==> src/rtl/mips150_mem_arbiter.sv <==
// mips150_mem_arbiter
// Shares one single-ported memory between the MIPS150 instruction-fetch port
// and the load/store port. One transaction at a time is latched onto the
// mem_* bus and held until mem_ack. Data normally wins a contested
// arbitration. A starvation counter forces a fetch grant after STARVE_LIMIT
// consecutive data grants made while fetch was waiting.
//
// Optional feature: define MEM_ARB_TIMEOUT_EN to add an acknowledge watchdog.
// After TIMEOUT_CYCLES busy cycles without mem_ack, the transaction is
// aborted. The requester then sees rvalid with zero data, and err pulses.

module mips150_mem_arbiter #(
  parameter int ADDR_W         = 32,
  parameter int STARVE_LIMIT   = 4,
  parameter int TIMEOUT_CYCLES = 64
) (
  input  logic              clk,
  input  logic              rst,
  // instruction fetch port
  input  logic              i_req,
  input  logic [ADDR_W-1:0] i_addr,
  output logic              i_gnt,
  output logic              i_rvalid,
  output logic [31:0]       i_rdata,
  // load/store port
  input  logic              d_req,
  input  logic [ADDR_W-1:0] d_addr,
  input  logic [3:0]        d_we,
  input  logic [31:0]       d_wdata,
  output logic              d_gnt,
  output logic              d_rvalid,
  output logic [31:0]       d_rdata,
  // shared memory port
  output logic              mem_req,
  output logic [ADDR_W-1:0] mem_addr,
  output logic [3:0]        mem_we,
  output logic [31:0]       mem_wdata,
  input  logic              mem_ack,
  input  logic [31:0]       mem_rdata
`ifdef MEM_ARB_TIMEOUT_EN
  ,
  output logic              err
`endif
);

  localparam logic [1:0] ST_IDLE   = 2'd0;
  localparam logic [1:0] ST_BUSY_I = 2'd1;
  localparam logic [1:0] ST_BUSY_D = 2'd2;

  // Width is chosen so that the counter can hold STARVE_LIMIT itself.
  localparam int              SC_W   = $clog2(STARVE_LIMIT + 1);
  localparam logic [SC_W-1:0] SC_MAX = SC_W'(STARVE_LIMIT);

  logic [1:0]        r_state;
  logic [SC_W-1:0]   r_starve_cnt;
  logic              r_i_gnt;
  logic              r_i_rvalid;
  logic [31:0]       r_i_rdata;
  logic              r_d_gnt;
  logic              r_d_rvalid;
  logic [31:0]       r_d_rdata;
  logic              r_mem_req;
  logic [ADDR_W-1:0] r_mem_addr;
  logic [3:0]        r_mem_we;
  logic [31:0]       r_mem_wdata;

  logic              w_idle;
  logic              w_starved;
  logic              w_grant_i;
  logic              w_grant_d;
  logic              w_ack;
  logic              w_tmo;

  // Arbitration decode: grants are only made from IDLE, data wins unless fetch is starved
  always_comb begin
    w_idle    = (r_state == ST_IDLE);
    w_starved = (r_starve_cnt == SC_MAX);
    w_grant_i = 1'b0;
    w_grant_d = 1'b0;
    if (w_idle) begin
      if (i_req && (!d_req || w_starved)) begin
        w_grant_i = 1'b1;
      end else if (d_req) begin
        w_grant_d = 1'b1;
      end else begin
        w_grant_i = 1'b0;
        w_grant_d = 1'b0;
      end
    end else begin
      w_grant_i = 1'b0;
      w_grant_d = 1'b0;
    end
  end

  // Completion decode: an acknowledge only counts while a transaction is outstanding
  always_comb begin
    if (w_idle) begin
      w_ack = 1'b0;
    end else begin
      w_ack = mem_ack;
    end
  end

`ifdef MEM_ARB_TIMEOUT_EN
  localparam int            TC_W    = $clog2(TIMEOUT_CYCLES + 1);
  localparam logic [TC_W-1:0] TC_LAST = TC_W'(TIMEOUT_CYCLES - 1);

  logic [TC_W-1:0] r_tmo_cnt;
  logic            r_err;

  // Watchdog fires on the busy cycle whose count would reach TIMEOUT_CYCLES; ack has priority
  always_comb begin
    if (!w_idle && !mem_ack && (r_tmo_cnt == TC_LAST)) begin
      w_tmo = 1'b1;
    end else begin
      w_tmo = 1'b0;
    end
  end

  // Watchdog counter: cleared on every grant, counts busy cycles without ack
  always_ff @(posedge clk) begin
    if (!rst) begin
      r_tmo_cnt <= {TC_W{1'b0}};
    end else if (w_grant_i || w_grant_d) begin
      r_tmo_cnt <= {TC_W{1'b0}};
    end else if (!w_idle && !mem_ack && !w_tmo) begin
      r_tmo_cnt <= r_tmo_cnt + {{(TC_W-1){1'b0}}, 1'b1};
    end else begin
      r_tmo_cnt <= r_tmo_cnt;
    end
  end

  // Error flag: one-cycle pulse alongside the aborting rvalid
  always_ff @(posedge clk) begin
    if (!rst) begin
      r_err <= 1'b0;
    end else begin
      r_err <= w_tmo;
    end
  end

  assign err = r_err;
`else
  // No watchdog: a busy transaction waits for mem_ack indefinitely
  always_comb begin
    w_tmo = 1'b0;
  end
`endif

  // Starvation counter: counts data grants that overtook a waiting fetch
  always_ff @(posedge clk) begin
    if (!rst) begin
      r_starve_cnt <= {SC_W{1'b0}};
    end else if (w_grant_i) begin
      r_starve_cnt <= {SC_W{1'b0}};
    end else if (w_grant_d && i_req && !w_starved) begin
      r_starve_cnt <= r_starve_cnt + {{(SC_W-1){1'b0}}, 1'b1};
    end else begin
      r_starve_cnt <= r_starve_cnt;
    end
  end

  // Main FSM: capture payload on grant, hold the bus, return read data on ack or abort
  always_ff @(posedge clk) begin
    if (!rst) begin
      r_state     <= ST_IDLE;
      r_i_gnt     <= 1'b0;
      r_i_rvalid  <= 1'b0;
      r_i_rdata   <= 32'h0000_0000;
      r_d_gnt     <= 1'b0;
      r_d_rvalid  <= 1'b0;
      r_d_rdata   <= 32'h0000_0000;
      r_mem_req   <= 1'b0;
      r_mem_addr  <= {ADDR_W{1'b0}};
      r_mem_we    <= 4'b0000;
      r_mem_wdata <= 32'h0000_0000;
    end else begin
      // grant and rvalid are single-cycle pulses unless re-asserted below
      r_i_gnt    <= 1'b0;
      r_i_rvalid <= 1'b0;
      r_d_gnt    <= 1'b0;
      r_d_rvalid <= 1'b0;
      case (r_state)
        ST_IDLE: begin
          if (w_grant_i) begin
            r_state     <= ST_BUSY_I;
            r_i_gnt     <= 1'b1;
            r_mem_req   <= 1'b1;
            r_mem_addr  <= i_addr;
            r_mem_we    <= 4'b0000;
            r_mem_wdata <= 32'h0000_0000;
          end else if (w_grant_d) begin
            r_state     <= ST_BUSY_D;
            r_d_gnt     <= 1'b1;
            r_mem_req   <= 1'b1;
            r_mem_addr  <= d_addr;
            r_mem_we    <= d_we;
            r_mem_wdata <= d_wdata;
          end else begin
            r_state   <= ST_IDLE;
            r_mem_req <= 1'b0;
          end
        end
        ST_BUSY_I: begin
          if (w_ack) begin
            r_state    <= ST_IDLE;
            r_i_rvalid <= 1'b1;
            r_i_rdata  <= mem_rdata;
            r_mem_req  <= 1'b0;
          end else if (w_tmo) begin
            r_state    <= ST_IDLE;
            r_i_rvalid <= 1'b1;
            r_i_rdata  <= 32'h0000_0000;
            r_mem_req  <= 1'b0;
          end else begin
            r_state   <= ST_BUSY_I;
            r_mem_req <= 1'b1;
          end
        end
        ST_BUSY_D: begin
          if (w_ack) begin
            r_state    <= ST_IDLE;
            r_d_rvalid <= 1'b1;
            r_d_rdata  <= mem_rdata;
            r_mem_req  <= 1'b0;
          end else if (w_tmo) begin
            r_state    <= ST_IDLE;
            r_d_rvalid <= 1'b1;
            r_d_rdata  <= 32'h0000_0000;
            r_mem_req  <= 1'b0;
          end else begin
            r_state   <= ST_BUSY_D;
            r_mem_req <= 1'b1;
          end
        end
        default: begin
          // unreachable encoding: recover to a quiet bus
          r_state   <= ST_IDLE;
          r_mem_req <= 1'b0;
        end
      endcase
    end
  end

  assign i_gnt     = r_i_gnt;
  assign i_rvalid  = r_i_rvalid;
  assign i_rdata   = r_i_rdata;
  assign d_gnt     = r_d_gnt;
  assign d_rvalid  = r_d_rvalid;
  assign d_rdata   = r_d_rdata;
  assign mem_req   = r_mem_req;
  assign mem_addr  = r_mem_addr;
  assign mem_we    = r_mem_we;
  assign mem_wdata = r_mem_wdata;

endmodule

==> config.mk <==
export PLATFORM = sky130hd
export DESIGN_NAME = mips150_mem_arbiter
export DESIGN_NICKNAME = d
export VERILOG_FILES = /design/src/rtl/mips150_mem_arbiter.sv
export SDC_FILE = /design/constraint.sdc
export NUM_CORES = 1
export LEC_CHECK = 0
export CORE_MARGIN = 1.5
export CORE_UTILIZATION = 42
export DETAILED_ROUTE_END_ITERATION = 10
export PLACE_DENSITY = 0.83
export SLEW_MARGIN = 25
export SYNTH_ARGS = -nofsm -noshare
export SYNTH_HDL_FRONTEND = slang
export SYNTH_SLANG_ARGS = --single-unit
==> constraint.sdc <==
create_clock -name clk -period 4.4 [get_ports clk]
set_input_delay 0.44 -clock clk [delete_from_list [all_inputs] [get_ports clk]]
set_output_delay 0.44 -clock clk [all_outputs]
set_load 0.02 [all_outputs]
; ---- Word level (Yosys, flattened, before mapping)
; Index checks and enable logic that the tools add are counted.
[totals]
out_inout_bits = 137
reg_bits = 142
word_cells = 58
[classes]
add_sub_neg = 1
reduce_logical = 17
n_eq_ne = 3
mux = 23
bitwise_logic = 2
[ops]
columns = operator, n
row1 = 2-to-1 mux 32 bit, 4
row2 = 2-to-1 mux 1 bit, 12
row3 = AND reduction 2 bit, 6
row4 = 2-to-1 mux 4 bit, 2
row5 = 2-to-1 mux 2 bit, 3
row6 = one-hot mux 2 bit (3 select lines), 1
row7 = OR reduction 2 bit, 2
row8 = adder 3 x 1 -> 3 bit (second input constant), 1
row9 = equality test 3 bit (second input constant), 1
row10 = logical AND 1 bit, 3
row11 = OR reduction 3 bit, 1
row12 = equality test 2 x 1 -> 1 bit (second input constant), 1
row13 = equality test 2 bit (second input constant), 1
row14 = logical NOT 1 bit, 2
row15 = logical NOT 2 bit, 1
row16 = NOT 1 bit, 2
row17 = one-hot mux 1 bit (2 select lines), 1
row18 = nonzero test 2 bit, 1
row19 = logical OR 1 bit, 1

; ---- Depth between registers and ports, before layout
[depth]
word_depth = 8
ltp_mapped = 8

; ---- Worst setup path before layout
; No wires, ideal clock.
[synth_timing]
kind = reg-to-reg
startpoint = register r_state[0]
endpoint = register r_mem_addr[22] (netlist: mem_addr[22])
stages_incl_launch_ff = 9
arrival_ns = 1.393
setup_ns = 0.122
path_slack_ns = 2.886
period_less_slack_ns = 1.514
path_cell_list = dfxtp_1 -> inv_1 -> ha_1 -> buf_4 -> and2_1 -> buf_6 -> buf_6 -> a31oi_1 -> a21oi_1
[synth_via]
elab_chain_cells = 4
elab_cells_between_ends = 6
classes_between = 3 x mux / 3 x reduce/logical
[synth_rtl]
columns = element, line
row1 = from (decl), 54  ; logic [1:0] r_state;
row2 = from (signal assigned), 166  ; r_state <= ST_IDLE;
row3 = from (signal assigned), 186  ; r_state <= ST_BUSY_I;
row4 = from (signal assigned), 193  ; r_state <= ST_BUSY_D;
row5 = logical NOT 2 bit *, "76, 183"
row6 = 2-to-1 mux 1 bit, 80  ; if (w_idle) begin
row7 = nonzero test 2 bit (no source line), --
row8 = AND reduction 2 bit (no source line), --
row9 = to (signal assigned), 174  ; r_mem_addr <= {ADDR_W{1'b0}};
row10 = to (signal assigned), 189  ; r_mem_addr <= i_addr;
row11 = to (signal assigned), 196  ; r_mem_addr <= d_addr;
row12 = to (decl), 63  ; logic [ADDR_W-1:0] r_mem_addr;
; Mark *: on every way between the ends. The rest lies on a longest branch, timed or not.
; A chain may end at the register's enable or synchronous reset.

; ---- Worst setup path after layout
[layout_timing]
startpoint = register r_state[1]
endpoint = register r_mem_addr[24] (netlist: mem_addr[24])
; The elaborated chain is that of the path after synthesis.

==> results.yml <==
synth:
  synth.mux.area_fraction: 0
  synth_cell_types: 32
  synth_top_family_by_area: "compound AO/OA/AOI/OAI gates"
  synth_compound_area_frac: 0.291
  yosys_register_bits: 142
  synth.top_cell.area_share: 0.516
  synth.cell_area_sq_um: 5510
  synthSimpleGateAreaFrac: 0.112
  synth_fa_ha_area_frac: 0.0136
  ys_warn_count: 0
  syn_inst: 599
  synthTopCellsByArea: "dfxtp_1, nand2_1, a21boi_0"
  synth_nets: 742
  ys_seq_area_frac: 0.516
  synth_top_cell_by_area: "dfxtp_1"
  syn_area_per_cell_sq_um: 9.19
  synth_xor_area_frac: 0
cells_and_area:
  multiInputGateArea_sq_um: 2300
  seq_area_sq_um: 2840
  drive_above_1_share: 0.0583
  final_nets: 988
  fillers: 970
  antenna_cells: 0
  area_delta_synth_final_pct: 59.4
  fin_cells: 1030
  design_area_sq_um: 8780
clocking:
  clk_latency_ps: 420
  cts_hold_buf: 0
  clk_pin_slew_ps: 60
  cts_buffer_depth: 2
  post_cts_resized: 0
  cts_tree: "yes"
  cts_htree_levels: 4
  cts_made_buffers: 17
  cts.sinks: 142
  cts_root_buffer: "clkbuf_16"
  post_cts_buffers: 0
worst_setup_path:
  crit_buf_inv: 2
  slowest_stage: "and2_1"
  worstPathRequired_ps: 4750
  crit_family: "simple AND/OR/NAND/NOR gates"
  critPathMaxFanout: 19
  max_stage_delay_ps: 640
  cp-start-kind: "flip-flop"
  critPathCaptureType: "flip-flop"
  crit_type: "flip-flop to flip-flop"
  critical_path.cell_chain: "inv_1 -> ha_1 -> and2_1 -> buf_4 -> a31oi_1 -> a21oi_1"
  crit_arrival_ps: 2630
placed_design:
  port_buffers: 273
  placedInstanceArea_sq_um: 8170
  gp_congestion: 0.793
  placed_cells: 998
  dpl.hpwl_mm: 12.5
  place_ws_ps: 1900
grt:
  grt_max_degree: 57
  grt_overflow_total: 0
  grt_pass1_vias: 5483
  grt_pass1_wl_mm: 28.0
  track_usage: 0.253
  antenna_found_initial: 0
timing:
  clock_skew_ps: 8.41
  setup_ws_ps: 2110
  max_freq_mhz: 437
  tightest_slew_ps: 1030
  min_period_ps: 2290
  tns_ps: 0
  period_share: 0.520
  setup-violations-final: 0
  relSlewSlack: 0.311
  drv_slew: 0
  hold_viol_final: 0
  rsz0062_at_grt: "false"
power:
  swShare: 0.260
  pwr-share-comb: 0.190
  p_switching_uw: 926
  irDropWorstVdd_mv: 0.251
  powerDensity_nw_per_um2: 406
  power_frac_clock: 0.412
  p_seq_frac: 0.398
  p_int_uw: 2630
  p_leak_uw: 0.00314
die:
  die_x_microns: 117
  die_h_microns: 117
  ios: 274
  die_area_sq_um: 13800
  core_area_sq_um: 12700
  rows: 41
  initial_utilization: 0.433
route:
  drtPass1Iterations: 5
  ant_nets: 0
  drt-total-wl_mm: 17.9
  routedWlPerCell_microns: 17.4
  vias_per_cell: 5.34
  drcViolationCount: 0
  route.vias.total: 5498
  drtIter0Drc: 347
outcome:
  status: "finished clean"
job:
  max-cap-violations: 0
min_path:
  hold_class: "flip-flop to flip-flop"
-- kinds of logic (layout without fill, tap and decap cells) --
group	after synthesis	in the layout
flops	142	142
simple gates	150	150
compound gates	241	241
buf+inv	60	319
fa+ha+maj	6	6
-- layout make-up --
cell class                 instances  area share
sequential                       142       0.324
multi-input combinational        397       0.262
timing repair buffer             281       0.318
clock buffer                      20      0.0532
inverter                           6     0.00257
tap                              172      0.0245
clock inverter                    12      0.0161
-- registers in the layout, summed over array words and instances (netlist names), 2 cells and up --
signal        count
mem_we            4
r_state           2
mem_wdata        32
r_starve_cnt      3
mem_addr         32
i_rdata          32
d_rdata          32
-- power groups by stage --
stage | clock network [uW] | logic, uW | registers (uW)
after floorplan | 0 | 245 | 1540
after global placement | 0 | 651 | 1440
after detailed placement | 0 | 669 | 1440
after CTS | 1480 | 674 | 1420
after global routing | 1540 | 716 | 1430
final | 1470 | 675 | 1420
-- metal layers --
layer | vias to the layer above | routed length [microns] | part of all wire | global-route usage
met5 | - | 0 | 0 | 0
met4 | 0 | 658 | 0.037 | 0.117
met3 | 52 | 1100 | 0.062 | 0.0751
met2 | 238 | 9130 | 0.51 | 0.456
met1 | 2620 | 6980 | 0.39 | 0.271
li1 | 2588 | - | - | -
-- layout by cell type, fill, tap and decap left out, types with 2 or more instances in the layout --
cell and count:
clkdlybuf4s50_1 272, dfxtp_1 142, nand2_1 130, o21ai_0 65, a21boi_0 58, a22o_1 36, a21oi_1 35, a31oi_1 31
clkbuf_16 17, a21boi_1 8, buf_4 8, clkinv_2 7, inv_1 6, ha_1 6, and2_1 3, o21a_1 3
nor3_1 3, clkbuf_8 3, bufinv_16 3, and3b_2 2, nand3b_1 2
-- path summary, 6_finish.rpt --
kind | startpoint | to | slack (ps) | depth (start not counted)
setup / recovery | r_state[1] | mem_addr[24] | 2110 | 6
hold / removal | d_rdata[20] | d_rdata[20] | 450 | 2
setup reg to reg | r_state[1] | mem_addr[24] | 2110 | 6
hold reg to reg | d_rdata[20] | d_rdata[20] | 450 | 2
-- through the flow --
| stage | total power (uW) | utilization | hold slack [ps] |
|---|---|---|---|
| 2_1_floorplan | 1780 | - | 447 |
| 3_3_place_gp | 2090 | 0.642 | 443 |
| 3_5_place_dp | 2110 | 0.642 | 445 |
| 4_1_cts | 3570 | 0.690 | 453 |
| 5_1_grt | 3680 | 0.690 | 473 |
| 6_report | 3560 | 0.690 | 450 |
-- cells in the mapped netlist --
cell type,count
buf_4,6
o21ai_4,1
a22o_1,36
nor3b_1,1
a211oi_1,1
a21bo_2,1
nand3_2,1
a31oi_1,31
nand2_1,131
nand3_1,1
and3b_1,2
a21oi_1,35
o21a_1,3
o21ai_0,65
and2_1,4
a21boi_0,58
buf_6,14
a21boi_4,1
clkbuf_1,22
nand2b_1,1
buf_2,12
nor2b_1,1
nand4b_1,1
ha_1,6
inv_1,6
a21boi_1,8
and3_1,1
a31oi_4,1
nand3b_1,2
nor3_1,3
nor2_1,1
dfxtp_1,142
-- worst min-delay path: cells and delay by family (launching register included) --
| kind | cells | cell delay, ps |
|---|---|---|
| simple gates | 1 | 50 |
| flops | 1 | 310 |
| compound gates | 1 | 50 |
No activity file was read; power rests on OpenSTA's default activity.
==> variant 1: new RTL, config.mk and constraints unchanged <==
Add a define of `MEM_ARB_TIMEOUT_EN`.
--- a/src/rtl/mips150_mem_arbiter.sv
+++ b/src/rtl/mips150_mem_arbiter.sv
@@ -8,6 +8,8 @@
 // Optional feature: define MEM_ARB_TIMEOUT_EN to add an acknowledge watchdog.
 // After TIMEOUT_CYCLES busy cycles without mem_ack, the transaction is
 // aborted. The requester then sees rvalid with zero data, and err pulses.
+
+`define MEM_ARB_TIMEOUT_EN
 
 module mips150_mem_arbiter #(
   parameter int ADDR_W         = 32,
Behaviour (old outputs only; new: err): same outputs for any inputs over 4 cycles, from zero or initial values and one cycle with rst low; that may be too few to reach the edited logic, so the function may still have changed.
==> variant 1 against the original RTL <==
  * Area after synthesis grew 2.9%
  * Via count grew 1.0%
  * Global-route usage shrank 1.4 points
  * Cell area grew 2.5%
  * Worst setup slack lost 87 ps
  * Sequential cell count grew 8
  * Combinational power shrank 9.2%
  * Maximum frequency shrank 3.7%
  * Wire length shrank 2.8%
  * Sequential share of layout area grew 0.99 points
  * Power grew 1.9%
  * Sequential power grew 4%
  * Die area grew 2.8%
==> variant 1: results (changes against the original RTL) <==
The flow ran to the end, and the final reports show no timing, DRC or antenna violations. The number of port buffers was 274 (was 273). The total global routing track utilization came out at 23.8% (was 25.3%). The sequential fraction of the synthesis area came out at 53.0% (was 51.6%). The half-perimeter wire length after placement is 11800 microns (was 12500 microns).

The peak fanout along the critical path works out to 34 (was 19). Number of buffers on the longest clock path: 2 (unchanged). Count of max-cap constraint violations: 0 (unchanged).

The routability congestion estimate from global placement was 0.810 (was 0.793). The tools report the pin count of the biggest net entering global routing as 68 (was 57). The number of buffers created by CTS was 17 (unchanged). The logs give 0 (unchanged) for the initial antenna violation count and 26700 microns (was 28000 microns) for the first-pass GRT wire length. The reported leakage power came out at 3.22 nW (was 3.14 nW). The first-pass detailed-route iteration total is 5 (unchanged), and the aggregate routed wire length is 17400 microns (was 17900 microns). The starting DRC count in detailed routing was 434 (was 347); the net switching component of the power was 940 uW (was 926 uW).

The number of enable-type register cells in the synthesized netlist is 0 (unchanged). For the relative slew slack, the log shows 46.6% (was 31.1%). Synth top cells by count: dfxtp_1 (150), nand2_1 (141), a21oi_1 (72) (was dfxtp_1 (142), nand2_1 (131), o21ai_0 (65)). The logs give 8.74 ps (was 8.41 ps) for the post-route clock skew and 0 (unchanged) for the number of warning messages in the yosys log. The count of nets after finishing is 1035 (was 988), and the quantity of gates resized following cts is 0 (unchanged). The run gives 2710 ps (was 2630 ps) as the critical path data arrival time. The logs give 0 (unchanged) for the number of buffers added for setup after CTS and 5174 (was 5483) for the via count of the first global-routing pass. The run gives 786 (was 742) as the total nets after synthesis.

The critical path's top delay family is simple AND/OR/NAND/NOR gates (unchanged). The delay of the slowest cell on the worst path is 660 ps (was 640 ps), and the peak supply drop is 0.000326 V (was 0.000251 V). The logs give 2030 ps (was 2110 ps) for the register-to-register path setup slack and 420 ps (about the same) for the clock insertion delay at the later pin of the skew report. The kind of path behind the tightest hold check was reg2reg (unchanged). The cell chosen for the clock root is clkbuf_16 (unchanged). The clock edge transition at the registers on the reported setup and hold paths came out at 60 ps (about the same).

The via count is 5553 (was 5498). The tools report the H-tree depth reported by CTS as 4 (unchanged). Main area contributors after synthesis: dfxtp_1 (53%), nand2_1 (9.3%), a21oi_1 (6.4%) (was dfxtp_1 (52%), nand2_1 (8.9%), a21boi_0 (7.9%)). The unique cell type count in the Yosys netlist is 45 (was 32), and the share of post-route cells with drive strength above 1 is 6.19% (was 5.83%). Clock period minus final worst setup slack: 2370 ps (was 2290 ps).

The critical path's slowest cell is nor2_4 (was and2_1). Leading area contributor after synthesis: dfxtp_1 (unchanged).
[variant 1: cell count changes after synthesis, sizes merged, moves of 3 or more]
cell / delta
a21boi: -66
a21oi: +37
and2: -3
dfxtp: +8
nand2: +11
nor2: +13
o21ai: +39
[variant 1: cells by family after synthesis]
kind of cell               count (synthesis)  synth area share, %
buffers and inverters                     58                 6.01
DFF                                      150                 53.0
adders and majority gates                  7                 1.55
AOI/OAI and AO/OA                        249                 25.6
xor gates and xnor gates                   2                0.309
and+or+nand+nor                          176                 13.5
[variant 1: stage by stage]
stage                     instances  hold slack [ps]  area, sq um  utilization, %
after CTS                      1080              456         9000            68.2
after floorplan                 642              423         5660               -
after global placement         1048              438         8370            63.5
after global routing           1080              479         9000            68.2
after detailed placement       1048              449         8370            63.5
final                          1080              451         9000            68.2
[variant 1: per-layer routing]
layer	vias to the layer above	track usage, %	part of all wire [%]
li1	2747	-	-
met2	208	38.1	48
met1	2544	29.0	42
met3	54	6.66	5.7
met5	-	0	0
met4	0	13.0	4.2
[variant 1: area by class of cell]
class | instances | area (sq um)
fill | 1053 | 4190
sequential | 150 | 3000
timing repair buffer | 282 | 2800
multi-input combinational | 434 | 2320
clock buffer | 17 | 425
tap | 176 | 220
clock inverter | 15 | 201
inverter | 6 | 22.5
[variant 1: tightest hold or removal path: cells and delay by family, from the launching register on]
family / cells / cell delay (ps)
DFF: 1 / 310
and+or+nand+nor: 1 / 50
AOI/OAI and AO/OA: 1 / 50
[variant 1: worst paths after layout]
kind / from / endpoint / cells after the start
max: r_state[0] / i_rdata[13] / 6
min: mem_we[3] / mem_we[3] / 2
max reg2reg: r_state[0] / i_rdata[13] / 6
min reg2reg: mem_we[3] / mem_we[3] / 2
[variant 1: power by group through the flow]
stage / clock network [mW] / logic (mW) / registers, mW
final: 1.54 / 0.613 / 1.48
after global routing: 1.63 / 0.654 / 1.49
after CTS: 1.56 / 0.616 / 1.48
after detailed placement: 0 / 0.612 / 1.51
after global placement: 0 / 0.605 / 1.50
after floorplan: 0 / 0.216 / 1.59
==> variant 2: new RTL, same flow settings <==
Made on the original files. Set the parameter `ADDR_W` to 64 (it was 32).
--- a/src/rtl/mips150_mem_arbiter.sv
+++ b/src/rtl/mips150_mem_arbiter.sv
@@ -10,7 +10,7 @@
 // aborted. The requester then sees rvalid with zero data, and err pulses.
 
 module mips150_mem_arbiter #(
-  parameter int ADDR_W         = 32,
+  parameter int ADDR_W         = 64,
   parameter int STARVE_LIMIT   = 4,
   parameter int TIMEOUT_CYCLES = 64
 ) (
Ports: changed (resized d_addr, i_addr and mem_addr); port bits go from 274 to 370. No check against the original RTL was run, so the function may have changed too.
==> variant 2 against the original RTL <==
  * Combinational power rose by 53%
  * Global-route usage rose by 0.62 points
  * Worst setup slack got worse by 38 ps
  * Core utilization rose by 1.0 points
  * Area after synthesis rose by 24%
  * Wire length rose by 33%
  * Sequential share of layout area fell by 1.1 points
  * Die area rose by 24%
  * Sequential cell count rose by 32
  * Cell area rose by 27%
  * Via count rose by 30%
  * Power rose by 19%
  * Largest cell class is now non-clock buffers
  * Highest routed layer unchanged
==> variant 2: results (changes against the original RTL) <==
The routed via count divided by cell count was 5.32 (was 5.34). The pin count of the biggest net entering global routing was 87 (was 57); the final routed wire length divided by cell count was 17.8 microns (was 17.4 microns). The peak supply drop is 0.000302 V (was 0.000251 V). The logs give 1820 ps (was 1900 ps) for the worst slack at placement and 12000 microns (was 9130 microns) for the total length of routed met2 wires.

Count of nets after finishing: 1315 (was 988). The flow ran to the end, and the final reports show no timing, DRC or antenna violations. Main area contributors after synthesis: dfxtp_1 (51%), o21ai_0 (9.2%), nand2_1 (7.2%) (was dfxtp_1 (52%), nand2_1 (8.9%), a21boi_0 (7.9%)).

The peak fanout along the critical path works out to 33 (was 19). Kind of path behind the tightest hold check: reg2reg (unchanged). The logs give 0.778 (was 0.793) for the routability congestion estimate from global placement and 34100 microns (was 28000 microns) for the first-pass GRT wire length. The run gives 31 (was 32) as the unique cell type count in the Yosys netlist. The first-pass detailed-route iteration total is 6 (was 5). The share of post-route cells with drive strength above 1 was 4.82% (was 5.83%). The via count of the first global-routing pass was 6393 (was 5483); the length in cells of the worst reg-to-reg path was 6 (unchanged).

The post-route clock skew is 16.2 ps (was 8.41 ps). The critical path's slowest cell is and2_2 (was and2_1). For the reported leakage power, the log shows 3.95 nW (was 3.14 nW). The share of synthesized cell area in full adder, half adder and majority cells was 1.10% (was 1.36%). End of the worst register-to-register path: mem_addr[51] (was mem_addr[24]). The post-synthesis compound-gate area fraction works out to 33.1% (was 29.1%). The sequential fraction of the synthesis area came out at 51.0% (was 51.6%). Synth top cells by count: dfxtp_1 (174), nand2_1 (131), o21ai_0 (126) (was dfxtp_1 (142), nand2_1 (131), o21ai_0 (65)).

The initial antenna violation count was 1 (was 0). Delay of the slowest cell on the worst path: 680 ps (was 640 ps). The hold-critical path endpoint was d_rdata[4] (was d_rdata[20]). The startpoint of the lowest-slack hold path was d_rdata[4] (was d_rdata[20]).

The run gives 25.9% (was 25.3%) as the total global routing track utilization. The register-to-register path setup slack is 2070 ps (was 2110 ps), and the clock edge transition at the registers on the reported setup and hold paths is 70 ps. The critical path data arrival time is 2670 ps (was 2630 ps).

The total nets after synthesis was 992 (was 742). The starting DRC count in detailed routing is 430 (was 347). The half-perimeter wire length after placement is 16500 microns (was 12500 microns).

Measured slew at the worst slew-check pin: 1010 ps (was 1030 ps). The number of port buffers was 369 (was 273). The tools report the sum of routed wire segments on met1 as 8850 microns (was 6980 microns).

For the number of buffers added for setup after CTS, the log shows 0 (unchanged).
[variant 2: cell count changes in the layout (fill, tap and decap cells not counted), sizes merged, moves of 5 or more]
cell / delta
clkdlybuf4s50: +96
o21ai: +64
a21oi: +32
a31oi: +32
dfxtp: +32
buf: +7
inv: +5
[variant 2: stage by stage]
| step | std cells | power [mW] | utilization (%) | cell area (sq um) | hold slack, ps |
|---|---|---|---|---|---|
| CTS | 1337 | 4.26 | 70.0 | 11100 | 467 |
| detailed placement | 1305 | 2.83 | 66.5 | 10600 | 454 |
| global route | 1338 | 4.42 | 70.0 | 11100 | 483 |
| finish | 1338 | 4.24 | 70.0 | 11100 | 462 |
| floorplan | 785 | 2.30 | - | 6840 | 447 |
| global placement | 1305 | 2.81 | 66.4 | 10600 | 450 |
[variant 2: logic make-up after synthesis]
group | Yosys count
AO/OA/AOI/OAI | 369
flip-flops | 174
AND/OR/NAND/NOR | 150
buffers and inverters | 86
adder cells (fa/ha/maj) | 6
[variant 2: worst max-delay path by stage]
stage / end / start / slack (ps) / depth (start not counted)
5_1_grt: mem_addr[63] / r_state[0] / 1840 / 6
3_5_place_dp: mem_addr[63] / i_req / 1820 / 5
4_1_cts: mem_addr[63] / r_state[1] / 2070 / 6
6_report: mem_addr[51] / r_state[1] / 2070 / 6
3_3_place_gp: mem_addr[63] / i_req / 1910 / 5
2_1_floorplan: mem_addr[10] / r_state[0] / 2850 / 8
[variant 2: final cells by class]
class | instances | area (sq um)
antenna | 1 | 2.50
clock buffer | 22 | 484
clock inverter | 10 | 77.6
fill | 1279 | 4760
inverter | 6 | 22.5
multi-input combinational | 525 | 2980
sequential | 174 | 3480
tap | 216 | 270
timing repair buffer | 384 | 3800
[variant 2: where the power goes]
group	switching, mW	internal (mW)
clock network	0.647	0.793
logic	0.534	0.499
registers	0.0630	1.70
[variant 2: worst register-to-register path, cell delays in order (launching register included)]
cell     delay (ps)
dfxtp_1         330
inv_1            80
ha_1            460
and2_2          690
buf_4           390
a31oi_1         130
a21oi_1         170
[variant 2: per-layer routing]
| metal | vias up | global-route usage [%] |
|---|---|---|
| met5 | - | 0 |
| met2 | 317 | 44.7 |
| met3 | 41 | 8.31 |
| met1 | 3318 | 29.3 |
| met4 | 0 | 11.4 |
| li1 | 3444 | - |
